[src/rtl/tick_bcd_counter.sv]
`default_nettype none
// +--------------------------------------------------------------------------+
// | Module   : tick_bcd_counter                                              |
// | Summary  : Turns clk_div rising edges into one-cycle ticks that step a   |
// |            multi-digit BCD up/down counter with load, enable and         |
// |            terminal-count reporting. Optional display scan: SEG7_SCAN_EN.|
// | Revision : 1.0 - initial release                                         |
// +--------------------------------------------------------------------------+
module tick_bcd_counter #(
    parameter int DIGITS    = 4,
    parameter int MAX_COUNT = 9999,
    parameter int SCAN_DIV  = 1024
) (
    input  logic                  clk,
    input  logic                  rst,
    input  logic                  clk_div,
    input  logic                  en,
    input  logic                  up,
    input  logic                  load,
    input  logic [4*DIGITS-1:0]   load_val,
    output logic [4*DIGITS-1:0]   bcd,
    output logic                  tick,
    output logic                  tc,
    output logic                  err
`ifdef SEG7_SCAN_EN
    ,
    output logic [6:0]            seg,
    output logic [DIGITS-1:0]     an
`endif
);

    function automatic logic [4*DIGITS-1:0] f_to_bcd(input int value);
        logic [4*DIGITS-1:0] result;
        int                  rem;
        result = '0;
        rem    = value;
        for (int i = 0; i < DIGITS; i++) begin
            result[4*i +: 4] = 4'(rem % 10);
            rem              = rem / 10;
        end
        return result;
    endfunction

    localparam logic [4*DIGITS-1:0] c_MAX_BCD = f_to_bcd(MAX_COUNT);

    if (MAX_COUNT < 0 || MAX_COUNT >= 10**DIGITS || SCAN_DIV < 1) begin : g_param_check
        $error("tick_bcd_counter: MAX_COUNT must fit in DIGITS and SCAN_DIV must be >= 1");
    end

    logic                 r_clk_div_q;
    logic                 r_tick;
    logic                 r_tc;
    logic                 r_err;
    logic [4*DIGITS-1:0]  r_bcd;

    logic                 w_edge;
    logic                 w_at_max;
    logic                 w_at_zero;
    logic                 w_load_ok;
    logic [4*DIGITS-1:0]  w_inc;
    logic [4*DIGITS-1:0]  w_dec;
    logic [DIGITS-1:0]    w_inc_c;
    logic [DIGITS-1:0]    w_dec_b;
    logic [DIGITS-1:0]    w_ld_digit_ok;

    // clk_div is produced in the clk domain, so a plain delayed copy is enough.
    assign w_edge    = clk_div & ~r_clk_div_q;
    assign w_at_max  = (r_bcd == c_MAX_BCD);
    assign w_at_zero = (r_bcd == '0);

    // Nibble-wise compare equals numeric compare once every digit is 0..9.
    assign w_load_ok = (&w_ld_digit_ok) && (load_val <= c_MAX_BCD);

    assign w_inc_c[0] = 1'b1;
    assign w_dec_b[0] = 1'b1;

    for (genvar d = 0; d < DIGITS; d++) begin : g_digit
        logic [3:0] w_dig;
        logic       w_nine;
        logic       w_zero;

        assign w_dig  = r_bcd[4*d +: 4];
        assign w_nine = (w_dig == 4'd9);
        assign w_zero = (w_dig == 4'd0);

        assign w_inc[4*d +: 4] = !w_inc_c[d] ? w_dig : (w_nine ? 4'd0 : w_dig + 4'd1);
        assign w_dec[4*d +: 4] = !w_dec_b[d] ? w_dig : (w_zero ? 4'd9 : w_dig - 4'd1);

        assign w_ld_digit_ok[d] = (load_val[4*d +: 4] <= 4'd9);

        if (d < DIGITS - 1) begin : g_ripple
            assign w_inc_c[d+1] = w_inc_c[d] & w_nine;
            assign w_dec_b[d+1] = w_dec_b[d] & w_zero;
        end
    end

    always_ff @(posedge clk) begin
        if (rst) begin
            // A high clk_div at reset release must not look like a fresh edge.
            r_clk_div_q <= 1'b1;
            r_tick      <= 1'b0;
            r_tc        <= 1'b0;
            r_err       <= 1'b0;
            r_bcd       <= '0;
        end else begin
            r_clk_div_q <= clk_div;
            r_tick      <= w_edge;
            r_tc        <= 1'b0;
            if (load) begin
                if (w_load_ok) begin
                    r_bcd <= load_val;
                end else begin
                    r_err <= 1'b1;
                end
            end else if (w_edge && en) begin
                if (up) begin
                    if (w_at_max) begin
                        r_bcd <= '0;
                        r_tc  <= 1'b1;
                    end else begin
                        r_bcd <= w_inc;
                    end
                end else begin
                    if (w_at_zero) begin
                        r_bcd <= c_MAX_BCD;
                        r_tc  <= 1'b1;
                    end else begin
                        r_bcd <= w_dec;
                    end
                end
            end
        end
    end

    assign bcd  = r_bcd;
    assign tick = r_tick;
    assign tc   = r_tc;
    assign err  = r_err;

`ifdef SEG7_SCAN_EN
    localparam int                  c_SCAN_W    = (SCAN_DIV > 1) ? $clog2(SCAN_DIV) : 1;
    localparam int                  c_IDX_W     = (DIGITS > 1) ? $clog2(DIGITS) : 1;
    localparam logic [c_SCAN_W-1:0] c_SCAN_LAST = c_SCAN_W'(SCAN_DIV - 1);
    localparam logic [c_IDX_W-1:0]  c_IDX_LAST  = c_IDX_W'(DIGITS - 1);

    logic [c_SCAN_W-1:0] r_scan_cnt;
    logic [c_IDX_W-1:0]  r_scan_idx;
    logic [3:0]          w_sel_digit;
    logic [DIGITS-1:0]   w_an;

    always_ff @(posedge clk) begin
        if (rst) begin
            r_scan_cnt <= '0;
            r_scan_idx <= '0;
        end else if (r_scan_cnt == c_SCAN_LAST) begin
            r_scan_cnt <= '0;
            r_scan_idx <= (r_scan_idx == c_IDX_LAST) ? '0 : r_scan_idx + 1'b1;
        end else begin
            r_scan_cnt <= r_scan_cnt + 1'b1;
        end
    end

    always_comb begin
        w_sel_digit = 4'd0;
        w_an        = '1;
        for (int d = 0; d < DIGITS; d++) begin
            if (r_scan_idx == c_IDX_W'(d)) begin
                w_sel_digit = r_bcd[4*d +: 4];
                w_an[d]     = 1'b0;
            end
        end
    end

    // Segment order {g,f,e,d,c,b,a}, active-low; non-BCD blanks the digit.
    always_comb begin
        seg = 7'b111_1111;
        case (w_sel_digit)
            4'd0:    seg = 7'b100_0000;
            4'd1:    seg = 7'b111_1001;
            4'd2:    seg = 7'b010_0100;
            4'd3:    seg = 7'b011_0000;
            4'd4:    seg = 7'b001_1001;
            4'd5:    seg = 7'b001_0010;
            4'd6:    seg = 7'b000_0010;
            4'd7:    seg = 7'b111_1000;
            4'd8:    seg = 7'b000_0000;
            4'd9:    seg = 7'b001_0000;
            default: seg = 7'b111_1111;
        endcase
    end

    assign an = w_an;
`endif

endmodule
`default_nettype wire

[config.mk]
export PLATFORM = sky130hd
export DESIGN_NAME = tick_bcd_counter
export DESIGN_NICKNAME = d
export VERILOG_FILES = /design/src/rtl/tick_bcd_counter.sv
export SDC_FILE = /design/constraint.sdc
export NUM_CORES = 1
export LEC_CHECK = 0
export ABC_AREA = 1
export CORE_MARGIN = 2
export CORE_UTILIZATION = 60
export CTS_CLUSTER_DIAMETER = 80
export DETAILED_ROUTE_END_ITERATION = 10
export DONT_BUFFER_PORTS = 1
export PLACE_DENSITY = 0.73
export RECOVER_POWER = 25
export SLEW_MARGIN = 40
export SYNTH_ARGS = -nofsm -noshare
export SYNTH_HDL_FRONTEND = slang
export SYNTH_SLANG_ARGS = --single-unit
[constraint.sdc]
create_clock -name clk -period 2.7 [get_ports clk]
set_input_delay 0.405 -clock clk [delete_from_list [all_inputs] [get_ports clk]]
set_output_delay 0.405 -clock clk [all_outputs]
set_load 0.03 [all_outputs]
==> flow_summary.json <==
{
  "grtUsageTotal_pct": 26.4,
  "hold_ws_ps": 145,
  "clock.fmax_ghz": 0.534,
  "gp_congestion": 0.866,
  "vias_per_cell": 5.65,
  "final_util_pct": 62.8,
  "synth_cell_type_count": 30,
  "peakVddDrop_v": 0.000218,
  "regToRegEndpoint": "bcd[15]",
  "finClkSkew_ps": 3.22,
  "drc": 0,
  "syn_area_um2": 1840,
  "endpoint_kind": "register",
  "cts-root-buf": "clkbuf_4",
  "crit_slowest_cell": "dfxtp_1",
  "dr.pass1.iters": 4,
  "initial_core_util_pct": 61.7,
  "cts_setup_buffers": 0,
  "power_density_nw_per_um2": 403,
  "period_needed_ps": 1870,
  "cts_hold_buf": 0,
  "yosys_warnings": 0,
  "path_common_cell": "nand2_2",
  "clkSlewWorstSetupHoldPaths_ps": 120,
  "cp_max_fo": 7,
  "syn-num-nets": 318,
  "status": "complete, no violations",
  "ant_nets": 0,
  "initialDrtViolationCount": 114,
  "path_class": "register to register",
  "syn_area_per_cell_um2": 6.47,
  "fin_tns_setup_ps": 0,
  "fin_crit_sh_pct": 69.4,
  "row_count": 20,
  "vias": 1797,
  "syn_to_final_growth_pct": 1.77,
  "cp.arrival_ps": 2100,
  "maxSlewHeadroom_pct": 59.1,
  "r2r_start": "bcd[0]",
  "finalSetupViolations": 0,
  "rsz0062_at_grt": "no",
  "grt_overflow": 0,
  "whs_path_depth": 1,
  "reg2reg_depth": 12,
  "grt_start_max_net_pins": 23,
  "crit_start": "bcd[0]",
  "die_w_um": 59.3,
  "layout.nets": 321,
  "rrSetupSlack_ps": 830,
  "core_um2": 2980,
  "fill_cells": 299,
  "clkSinkCount": 20,
  "crit_path_max_incr_delay_ps": 650,
  "worst-path-buf-inv": 1,
  "ys_seq_elements": 20,
  "crit_chain": "inv_1, ha_1, nand2_2, nor2_4, nand2_4, nand2_2, nand2_2, nor2_4, nand2_2, nand2_1, nand2_1, nor2_1",
  "antenna_cells": 0,
  "cts_buffers": 3,
  "hpwlAfterDp_um": 3230,
  "antenna_found_initial": 0,
  "path_delay_family": "simple AND/OR/NAND/NOR gates",
  "tightest_slew_ps": 612,
  "worst_setup_path_start_kind": "register",
  "hold_path_end": "bcd[0]",
  "dieArea_um2": 3520,
  "max-cap-violations": 0,
  "cts_repair_resize_count": 0,
  "min_from": "rst",
  "die_y_um": 59.3,
  "grt_pass1_vias": 1589,
  "cts_tree": "done",
  "synth_area_leaders": "dfxtp_1, nand2_1, nor2_1",
  "syn_inst": 284,
  "grt_pass1_wl_um": 7150,
  "p_leak_nw": 0.858,
  "finalHoldViolations": 0,
  "htreeDepth": 1,
  "wl_per_cell_um": 13.5,
  "boundaryPins": 41,
  "yosys.area.top_type": "dfxtp_1",
  "io_buffer_count": 0,
  "drive_gt1_share_pct": 11.6,
  "slew_violations": 0,
  "ys_seq_area_share_pct": 21.8,
  "hold_class": "input port to register",
  "clock_latency_ps": 310,
  "critPathRequiredTime_ps": 2930,
  "clockBufferDepth": 2,
  "totalWireLength_um": 4300,
  "yosysTopAreaCellShare_pct": 21.8
}
-- area by class of cell --
type	instances	area, um2	area share [%]
sequential	20	400	21.4
tap	33	41.3	2.21
clock buffer	3	22.5	1.20
timing repair buffer	3	15.0	0.803
multi-input combinational	226	1270	67.7
inverter	33	124	6.63
-- cell families (layout without fill, tap and decap cells) --
kind of cell / Yosys count / count (layout) / synth area share (%)
DFF: 20 / 20 / 21.8
xor gates and xnor gates: 8 / 8 / 3.81
and+or+nand+nor: 164 / 164 / 43.2
buffers and inverters: 38 / 39 / 9.26
adders and majority gates: 12 / 12 / 8.17
AOI/OAI and AO/OA: 42 / 42 / 13.8
-- how the worst max path moves through the flow --
stage,end,slack [ps],cells after the start
2_1_floorplan,bcd[15],1020,12
3_3_place_gp,bcd[15],890,12
3_5_place_dp,bcd[15],840,12
4_1_cts,bcd[15],830,12
5_1_grt,bcd[12],660,9
6_report,bcd[15],830,12
-- state kept, by name, summed over array words and instances (netlist names) --
register / count
bcd: 16
err: 1
tick: 1
tc: 1
r_clk_div_q: 1
-- report_power, final --
group          switching [W]  internal [W]  total [W]
Clock               0.000101     0.0000522   0.000153
Combinational       0.000154     0.0000851   0.000239
Sequential         0.0000491      0.000312   0.000361
Total               0.000304      0.000449   0.000753
-- cells in the mapped netlist --
master	instances
a21oi_4	1
nor3_1	3
nand3_2	1
a21oi_1	13
buf_6	3
nor3b_1	2
nand3_1	31
or2_2	2
nand2_2	6
xnor2_1	5
inv_2	4
dfxtp_1	20
o21ai_2	1
xor2_1	3
nand2_1	57
nor2_1	46
nand2_4	5
nand4_1	3
buf_2	1
nor2_2	2
buf_4	1
a21oi_2	1
ha_1	12
o211ai_1	9
nor2_4	5
nand3_4	1
o21ai_1	2
o21ai_0	14
inv_1	29
a31oi_1	1
-- placed cells by master, fill, tap and decap left out, drive strengths merged --
| cell type | n |
|---|---|
| nand2 | 68 |
| ha | 12 |
| nand4 | 3 |
| or2 | 2 |
| dfxtp | 20 |
| nand3 | 33 |
| nor2 | 53 |
| inv | 33 |
| buf | 1 |
| xnor2 | 5 |
| nor3 | 3 |
| a21oi | 15 |
| xor2 | 3 |
| clkbuf | 5 |
| o211ai | 9 |
| nor3b | 2 |
| o21ai | 17 |
| a31oi | 1 |
-- metal layers --
metal  vias to the layer above  share of wire (%)  track usage, %
li1                        921                  -               -
met1                       808                 48            37.1
met2                        62                 44            40.0
met3                         6                7.7            5.90
met4                         0                1.0            7.79
met5                         -                  0               0
-- stage by stage --
step	area, um2	instances	power (W)	setup WS [ps]
2_1_floorplan	1840	284	0.000569	1020
3_3_place_gp	1850	315	0.000605	888
3_5_place_dp	1850	315	0.000607	843
4_1_cts	1880	318	0.000754	834
5_1_grt	1870	318	0.000806	664
6_report	1870	318	0.000753	826
Note: power is estimated with default switching activity, not from simulation.
